$ cat config.mk
export PLATFORM = sky130hd
export DESIGN_NAME = temp_sample_ctrl
export DESIGN_NICKNAME = d
export VERILOG_FILES = /design/src/rtl/temp_sample_ctrl.sv
export SDC_FILE = /design/constraint.sdc
export NUM_CORES = 1
export LEC_CHECK = 0
export BUFFER_PORTS_ARGS = -buffer_cell sky130_fd_sc_hd__buf_4
export CELL_PAD_IN_SITES_DETAIL_PLACEMENT = 0
export CELL_PAD_IN_SITES_GLOBAL_PLACEMENT = 1
export CORE_MARGIN = 3
export CORE_UTILIZATION = 42
export DETAILED_ROUTE_END_ITERATION = 16
export GPL_TIMING_DRIVEN = 0
export HOLD_SLACK_MARGIN = 0.08
export PLACE_DENSITY_LB_ADDON = 0.1
export SETUP_SLACK_MARGIN = 0.3
export SYNTH_ARGS = -nofsm -noshare
export SYNTH_HDL_FRONTEND = slang
export SYNTH_SLANG_ARGS = --single-unit
export TNS_END_PERCENT = 50
$ cat constraint.sdc
create_clock -name clk -period 34.1 [get_ports clk]
set_input_delay 5.115 -clock clk [delete_from_list [all_inputs] [get_ports clk]]
set_output_delay 5.115 -clock clk [all_outputs]
set_load 0.01 [all_outputs]
$ cat src/rtl/temp_sample_ctrl.sv
// Periodic ADC sampler: averages 2^AVG_LOG2 samples and reports degrees C and F.
// Optional build macro TEMP_ALARM_EN adds a hysteretic over-temperature alarm output.
module temp_sample_ctrl #(
  parameter int SAMPLE_PERIOD = 1000,
  parameter int AVG_LOG2      = 2,
  parameter int TIMEOUT       = 256,
  parameter int ALARM_HI      = 60,
  parameter int ALARM_LO      = 55
) (
  input  logic        clk,
  input  logic        rst_n,
  input  logic        enable,
  output logic        adc_req,
  input  logic        adc_valid,
  input  logic [15:0] adc_data,
  output logic [15:0] c,
  output logic [15:0] f,
  output logic        data_valid,
  output logic        err
`ifdef TEMP_ALARM_EN
  ,
  output logic        alarm
`endif
);

  localparam int AW = 16 + AVG_LOG2;
  localparam logic [AVG_LOG2:0] LAST_N = (AVG_LOG2 + 1)'((1 << AVG_LOG2) - 1);

  if (SAMPLE_PERIOD < 1 || SAMPLE_PERIOD > (1 << 20)) begin : g_bad_period
    $error("temp_sample_ctrl: SAMPLE_PERIOD out of range");
  end
  if (AVG_LOG2 < 0 || AVG_LOG2 > 4 || TIMEOUT < 1) begin : g_bad_avg
    $error("temp_sample_ctrl: AVG_LOG2 or TIMEOUT out of range");
  end
  if (ALARM_LO > ALARM_HI) begin : g_bad_alarm
    $error("temp_sample_ctrl: ALARM_LO above ALARM_HI");
  end

  typedef enum logic [1:0] {S_IDLE, S_WAIT, S_REQ, S_CONV} state_t;

  state_t            state, state_nx;
  logic [31:0]       cnt;
  logic [AW-1:0]     acc, sum;
  logic [AVG_LOG2:0] n;
  logic              en_q, abort;
  logic              hs, tmo, keep, last;
  logic [15:0]       avg, c_new, f_new;

  assign hs   = (state == S_REQ) && adc_valid;
  assign tmo  = (state == S_REQ) && !adc_valid && (cnt == 32'(TIMEOUT - 1));
  assign keep = enable && !abort;
  assign last = (n == LAST_N);
  assign adc_req = (state == S_REQ);

  assign avg   = 16'(sum >> AVG_LOG2);
  assign c_new = 16'((32'(avg) * 32'd300) >> 10);
  assign f_new = 16'((32'(c_new) * 32'd9) / 32'd5 + 32'd32);

  always_comb begin
    state_nx = state;
    case (state)
      S_IDLE: if (enable) state_nx = S_WAIT;
      S_WAIT: begin
        if (!enable)                                 state_nx = S_IDLE;
        else if (cnt == 32'(SAMPLE_PERIOD - 1))      state_nx = S_REQ;
      end
      S_REQ: begin
        if (hs)       state_nx = !keep ? S_IDLE : (last ? S_CONV : S_WAIT);
        else if (tmo) state_nx = keep ? S_WAIT : S_IDLE;
      end
      S_CONV: state_nx = enable ? S_WAIT : S_IDLE;
      default: state_nx = S_IDLE;
    endcase
  end

  always_ff @(posedge clk or negedge rst_n) begin
    if (!rst_n) begin
      state <= S_IDLE;
      cnt   <= '0;
      abort <= 1'b0;
      en_q  <= 1'b0;
      err   <= 1'b0;
    end else begin
      state <= state_nx;
      en_q  <= enable;
      // one counter serves both the WAIT period and the REQ timeout
      if (state_nx != state)
        cnt <= '0;
      else if (state == S_WAIT || state == S_REQ)
        cnt <= cnt + 32'd1;
      // a request that outlives a drop of enable must end in IDLE even if enable returns
      if (state == S_REQ && state_nx == S_REQ)
        abort <= abort | ~enable;
      else
        abort <= 1'b0;
      if (tmo)
        err <= 1'b1;
      else if (enable && !en_q)
        err <= 1'b0;
    end
  end

  always_ff @(posedge clk or negedge rst_n) begin
    if (!rst_n) begin
      acc <= '0;
      n   <= '0;
      sum <= '0;
    end else begin
      if (hs && state_nx == S_CONV)
        sum <= acc + AW'(adc_data);
      if (state_nx == S_IDLE || state_nx == S_CONV || tmo) begin
        acc <= '0;
        n   <= '0;
      end else if (hs) begin
        acc <= acc + AW'(adc_data);
        n   <= n + 1'b1;
      end
    end
  end

  always_ff @(posedge clk or negedge rst_n) begin
    if (!rst_n) begin
      c          <= '0;
      f          <= '0;
      data_valid <= 1'b0;
    end else begin
      data_valid <= (state == S_CONV);
      if (state == S_CONV) begin
        c <= c_new;
        f <= f_new;
      end
    end
  end

`ifdef TEMP_ALARM_EN
  always_ff @(posedge clk or negedge rst_n) begin
    if (!rst_n)
      alarm <= 1'b0;
    else if (state == S_CONV) begin
      if (c_new >= 16'(ALARM_HI))
        alarm <= 1'b1;
      else if (c_new < 16'(ALARM_LO))
        alarm <= 1'b0;
    end
  end
`endif

endmodule

==> metrics.md, run 1 <==
| Metric | Value |
|---|---|
| Slowest stage delay, CP | 0.67 ns |
| Netlist Area Pre-Place | 0.01123 sq mm |
| Total Routing Usage GR | 0.2018 |
| Post-Syn Nets | 1428 |
| Most used routing layer | met2 |
| Commonest cells in the netlist | nor2_1 (121), ha_1 (108), dfrtp_1 (106), inv_1 (84), nand2_1 (77) |
| Async S/R FF share, synth | 1.000 |
| Mean number of vias per cell | 5.833 |
| CP delay by family, top | compound AO/OA/AOI/OAI gates |
| H-tree levels | 3 |
| Nets | 1493 |
| Initial DRC count | 541 |
| Met3 usage | 0.02562 |
| Crit path max-delay cell type | a2111oi_1 |
| WL/cell | 16.97 um |
| Post_cts resized | 0 |
| Mux contribution to synthesized area | 0.05048 |
| Global-route wire length before repair | 48090 um |
| #FFs+latches synth | 106 |
| DRT Wirelength | 28530 um |
| Crit start category | register |
| Vias | 9806 |
| Warnings, synthesis | 0 |
| Die ar. | 0.02873 sq mm |
| Pwr Density | 22.78 mW/mm^2 |
| Top-count cell post-synth | nor2_1 |
| CTS Hold Buffers Added | 0 |
| Die Width | 169.5 um |
| Cts bufs inserted | 9 |
| Top FF cell, synth | dfrtp_1 |
| Hold Path Class | reg2reg |
| Total congestion overflow | 0 |
| Leading area contributor after synthesis | dfrtp_1 |
| Routability cong. | 0.8885 |
| Worst-path clk slew | 0.08 ns |
| WP buf/inv | 4 |
| Number of synthesized flops with an enable pin | 0 |
| Fill count | 2581 |
| Layout cell share with drive strength beyond 1 | 0.1538 |
| Synthesis-to-layout area growth | 10.34% |
| Slew of the pin with the lowest slew margin | 0.8350 ns |
| Max Clk Rate | 72.22 MHz |
| Peak supply drop | 22.75 uV |
| Post-synthesis adder-cell area fraction | 0.1640 |
| Setup violators final | 0 |
| Placed cells | 1665 |
| CP Class | reg2reg |
| Crit share post-route | 0.4061 |
| Setup tns final | 0 ns |
| Slew headroom | 0.4393 |
| Synth Area in XOR/XNOR | 0.07378 |
| Die H | 169.5 um |
| Residual DRC | 0 |
| WP data required | 34.39 ns |
| Setup crit end kind | register |
| Max Clock Skew | 0.02078 ns |
| Root Buffer | clkbuf_16 |
| Post-CTS setup buffers | 0 |
| Final Hold Fails | 0 |
| N_diodes | 0 |
| Synth Area in Simple Gates | 0.1766 |
| Crit path max fanout | 10 |
| DRT antenna net count | 0 |
| Clock buffer depth | 2 |
| Max-cap violations | 0 |
| Met1 Use GR | 0.2743 |
| Critical Path AT | 14.14 ns |
| Final cell count without fillers | 1681 |
| Starting density of the core | 0.4296 |
| Initial antenna violation count | 0 |
| Post-synthesis cell count | 1276 |
| Leakage | 0.005737 uW |
| Row count | 59 |
| Status | finished, final reports clean |
| # port buffers | 53 |
| Floorplan core area | 0.02613 sq mm |
| Register area share after synthesis | 0.2363 |
| Share of the synthesized area in the top cell type | 0.2363 |
| Largest net degree at the start of global routing | 55 |
| Drt first pass iters | 5 |
| Compound-cell area share of the yosys netlist | 0.2416 |
| Unrepaired setup endpoints after global routing | false |
| Ranking of synthesized cells by area | dfrtp_1 (24%), ha_1 (12%), xnor2_1 (5.1%) |
| Crit path time final | 13.85 ns |
| IO Pins | 55 |
| CP dominant cell by count | ha_1 |
| Count of final max-slew check failures | 0 |
| Hpwl dp | 22220 um |
| Clock sinks | 106 |
| CTS tree | yes |
| Main combinational cell family by area after synthesis | compound AO/OA/AOI/OAI gates |
| Vias in the first global route | 9409 |
| Avg Cell Area, Syn | 8.799 sq um |
| Clk_lat worst skew | 0.37 ns |
| Met2 GRT Util | 0.3455 |
| Yosys cell types | 115 |
[power breakdown]
| group | switching (uW) | total, uW | internal (uW) |
|---|---|---|---|
| combinational | 28.5 | 40.5 | 12.0 |
| sequential | 2.38 | 130 | 128 |
| clock | 58.9 | 112 | 52.8 |
| total | 89.8 | 282 | 192 |
[worst paths after layout]
kind | from | endpoint | slack (ns) | cells past startpoint
max in group asynchronous | rst_n | acc[14] | 28.55 | 2
min in group asynchronous | rst_n | c[14] | 4.80 | 1
max | sum[7] | f[0] | 20.25 | 53
min reg2reg | n[2] | n[2] | 0.49 | 2
max reg2reg | sum[7] | f[0] | 20.25 | 53
min | n[2] | n[2] | 0.49 | 2
[cell type report]
cell class	instances	area (sq um)	area share
Multi-Input combinational cell	1021	7936	0.6406
Clock buffer	9	225.2	0.01818
Tap cell	335	419.2	0.03384
Timing Repair Buffer	54	425.4	0.03434
Inverter	90	337.8	0.02727
Buffer	59	300.3	0.02424
Sequential cell	106	2653	0.2141
Clock inverter	7	91.34	0.007373
[placed cells by master, fill, tap and decap left out, types with 24 or more instances in the layout]
cell type    n
inv_1       84
a21oi_1     55
xor2_1      27
fa_1        24
mux2_2      45
dfrtp_1    106
nand3_1     39
o21ai_0     43
buf_4       58
xnor2_1     65
clkbuf_1    29
nor3_1      45
nor2_1     121
ha_1       108
nand2_1     77
[flip-flops by register name (all words and copies together), names as in the netlist]
signal	count
acc	18
data_valid	1
abort	1
err	1
n	3
cnt	32
en_q	1
sum	16
state	2
f	16
c	15
[metal layers]
metal / up-vias / share of wire
met5: - / 0
met4: 0 / 0.011
met1: 4747 / 0.47
li1: 4841 / -
met2: 193 / 0.48
met3: 25 / 0.034
[cell families after synthesis]
family	Yosys count
AOI/OAI and AO/OA	350
xor gates and xnor gates	93
adders and majority gates	133
buffers and inverters	149
DFF	106
muxes	51
other	1
and+or+nand+nor	393
[worst min-delay path: stages, from the launching register on]
cell,delay [ns]
dfrtp_1,0.35
nand2_1,0.05
o21ai_0,0.06
[stage by stage]
step	total power [uW]	instance area, sq um	worst slack [ns]	hold slack (ns)	utilization
floorplan	159.2	11230	22.37	0.4498	-
global placement	173.8	12040	20.37	0.4661	0.4609
detailed placement	174.4	12070	20.37	0.4810	0.4619
CTS	288.5	12390	20.32	0.5006	0.4741
global route	298.6	12390	19.21	0.5318	0.4741
finish	282.2	12390	20.25	0.4932	0.4741
(Power assumes the default switching activity.)
==> inputs of run 2 (changes only) <==
ABC_AREA = 1   (was default)
clock period = 13.1 ns   (was 34.1 ns; I/O delays follow)
==> metrics.md, run 2 <==
| Metric | Value |
|---|---|
| Status | finished, final reports clean |
| Cts bufs inserted | 9 (unchanged) |
| Share of the synthesized area in the top cell type | 0.2663 (+0.03007) |
| Die H | 160.0 um (-5.6%) |
| Clock sinks | 106 (unchanged) |
| Crit share post-route | 0.8996 (+0.4935) |
| Clock buffer depth | 2 (unchanged) |
| Commonest cells in the netlist | nand2_1 (287), inv_1 (182), ha_1 (108), dfrtp_1 (106), nand3_1 (97) |
| WL/cell | 13.41 um (-21%) |
| Vias in the first global route | 8291 (-12%) |
| Post-layout util | 0.4929 (+0.01882) |
| CTS tree | yes |
| Setup crit end kind | register |
| DRT antenna net count | 0 (unchanged) |
| Number of flip-flops in the largest register | 32 (unchanged) |
| Post-Syn Nets | 1487 (+4.1%) |
| Post-synthesis cell count | 1335 (+4.6%) |
| Leading area contributor after synthesis | dfrtp_1 |
| Clk_lat worst skew | 0.37 ns (about the same) |
| Slowest stage delay, CP | 0.54 ns (-0.13 ns) |
| Yosys cell types | 53 (-54%) |
| Root Buffer | clkbuf_16 |
| Register area share after synthesis | 0.2663 (+0.03007) |
| Largest net degree at the start of global routing | 93 (+69%) |
| H-tree levels | 3 (unchanged) |
| Drt first pass iters | 5 (unchanged) |
| Worst-path clk slew | 0.09 ns (about the same) |
| Critical Path AT | 12.05 ns (-2.09 ns) |
| Layout cell share with drive strength beyond 1 | 0.1702 (+0.01641) |
| Total congestion overflow | 0 (unchanged) |
| Total Routing Usage GR | 0.1832 (-0.01861) |
| Routability cong. | 0.8496 (-4.4%) |
| Unrepaired setup endpoints after global routing | false |
| Row count | 55 (-6.8%) |
| #FFs+latches synth | 106 (unchanged) |
| Avg Cell Area, Syn | 7.460 sq um (-15%) |
| DP Area | 0.01078 sq mm (-11%) |
| Crit path time final | 11.78 ns (-2.063 ns) |
| Max Clk Rate | 84.86 MHz (+18%) |
| Die ar. | 0.02560 sq mm (-11%) |
| Floorplan core area | 0.02298 sq mm (-12%) |
| Mean number of vias per cell | 4.975 (-15%) |
| Top FF cell, synth | dfrtp_1 |
| CP dominant cell by count | nand2_2 |
| Vias | 8602 (-12%) |
| Slew headroom | 0.4206 (-0.01867) |
| Initial antenna violation count | 0 (unchanged) |
| # port buffers | 53 (unchanged) |
| Most common cell after layout, fill and taps aside | nand2_1 |
| Starting density of the core | 0.4333 (+0.003697) |
| Global-route wire length before repair | 39250 um (-18%) |
| Top-count cell post-synth | nand2_1 |
| Setup violators final | 0 (unchanged) |
| Synthesis-to-layout area growth | 13.74% |
| CP Class | reg2reg |
| Number of synthesized flops with an enable pin | 0 (unchanged) |
| Hpwl dp | 18570 um (-16%) |
| Top flop regs | cnt: 32 flops, acc: 18 flops |
| Max-cap violations | 0 (unchanged) |
| Warnings, synthesis | 0 (unchanged) |
| Most frequent cells in the layout | nand2_1 (287), inv_1 (182), ha_1 (104) |
| IO Pins | 55 (unchanged) |
| Ranking of synthesized cells by area | dfrtp_1 (27%), ha_1 (14%), nand2_1 (11%) |
| Netlist Area Pre-Place | 0.009960 sq mm (-11%) |
| N_diodes | 0 (unchanged) |
| Post-route cell area | 0.01133 sq mm (-8.6%) |
| Final cell count without fillers | 1729 (+2.9%) |
| Die Width | 160.0 um (-5.6%) |
| Largest reg by FF count | cnt |
| Hold Path Class | reg2reg |
| Crit path max fanout | 7 (-3) |
| Crit start category | register |
| Residual DRC | 0 (unchanged) |
| Async S/R FF share, synth | 1.000 (unchanged) |
| DRT Wirelength | 23180 um (-19%) |
| CTS Hold Buffers Added | 0 (unchanged) |
| Placed cells | 1702 (+2.2%) |
| Max Clock Skew | 0.01806 ns (-0.002723 ns) |
| Initial DRC count | 347 (-36%) |
| WP data required | 13.36 ns (-21.03 ns) |
| Setup tns final | 0 ns (unchanged) |
| Slew of the pin with the lowest slew margin | 0.8611 ns (+0.02607 ns) |
| Crit path max-delay cell type | fa_1 |
| Final Hold Fails | 0 (unchanged) |
| Count of final max-slew check failures | 0 (unchanged) |
| Nets | 1563 (+4.7%) |
-- run 2: path summary, 6_finish.rpt --
| kind | from | slack, ns | depth (start not counted) | end |
|---|---|---|---|---|
| hold / removal | c[8] | 0.48 | 2 | c[8] |
| min in group asynchronous | rst_n | 1.41 | 1 | f[4] |
| max in group asynchronous | rst_n | 10.93 | 2 | sum[9] |
| setup / recovery | sum[7] | 1.32 | 98 | f[0] |
| setup reg to reg | sum[7] | 1.32 | 98 | f[0] |
| hold reg to reg | c[8] | 0.48 | 2 | c[8] |
-- run 2: logic make-up after synthesis --
kind of cell               count (synthesis)  synth area share
xor gates and xnor gates                  59           0.05264
and+or+nand+nor                          630            0.3078
AOI/OAI and AO/OA                        177            0.1003
adders and majority gates                132            0.1839
DFF                                      106            0.2663
other                                      1         0.0003765
buffers and inverters                    230           0.08869
-- run 2: critical path: cells and delay by family, from the launching register on --
family / cells / cell delay, ns
compound gates: 8 / 1.54
xor+xnor: 1 / 0.29
fa+ha+maj: 8 / 2.66
buf+inv: 15 / 1.08
flops: 1 / 0.43
simple gates: 66 / 5.72
-- run 2: cell type report --
class,instances,area (sq um)
Sequential cell,106,2656
Clock inverter,7,91.34
Inverter,212,803.3
Tap cell,313,391.6
Clock buffer,9,225.2
Timing Repair Buffer,65,511.7
Multi-Input combinational cell,999,6569
Buffer,18,80.08
Fill cell,2350,11660
-- run 2: metal layers --
| layer | wire length [um] | GRT usage |
|---|---|---|
| met1 | 11450 | 0.2522 |
| met2 | 10860 | 0.3086 |
| met3 | 516 | 0.01868 |
| met4 | 348 | 0.04813 |
| met5 | 0 | 0 |
-- run 2: what timing repair did --
action / CTS / global route
hold endpoints to repair: 0 / 0
endpoints found under the setup margin: 0 / 2
gates resized for setup: 0 / 31
buffers inserted: 0 / 11
-- run 2: stage by stage --
stage / setup WS, ns / hold WS [ns]
2_1_floorplan: 2.303 / 0.4546
3_3_place_gp: 0.6940 / 0.4617
3_5_place_dp: 0.7866 / 0.4676
4_1_cts: 0.7257 / 0.4884
5_1_grt: 0.2609 / 0.5038
6_report: 1.315 / 0.4824
Power of run 2 is not shown: default switching activity piles up to over one toggle a cycle in this logic, so the estimate is an artifact.
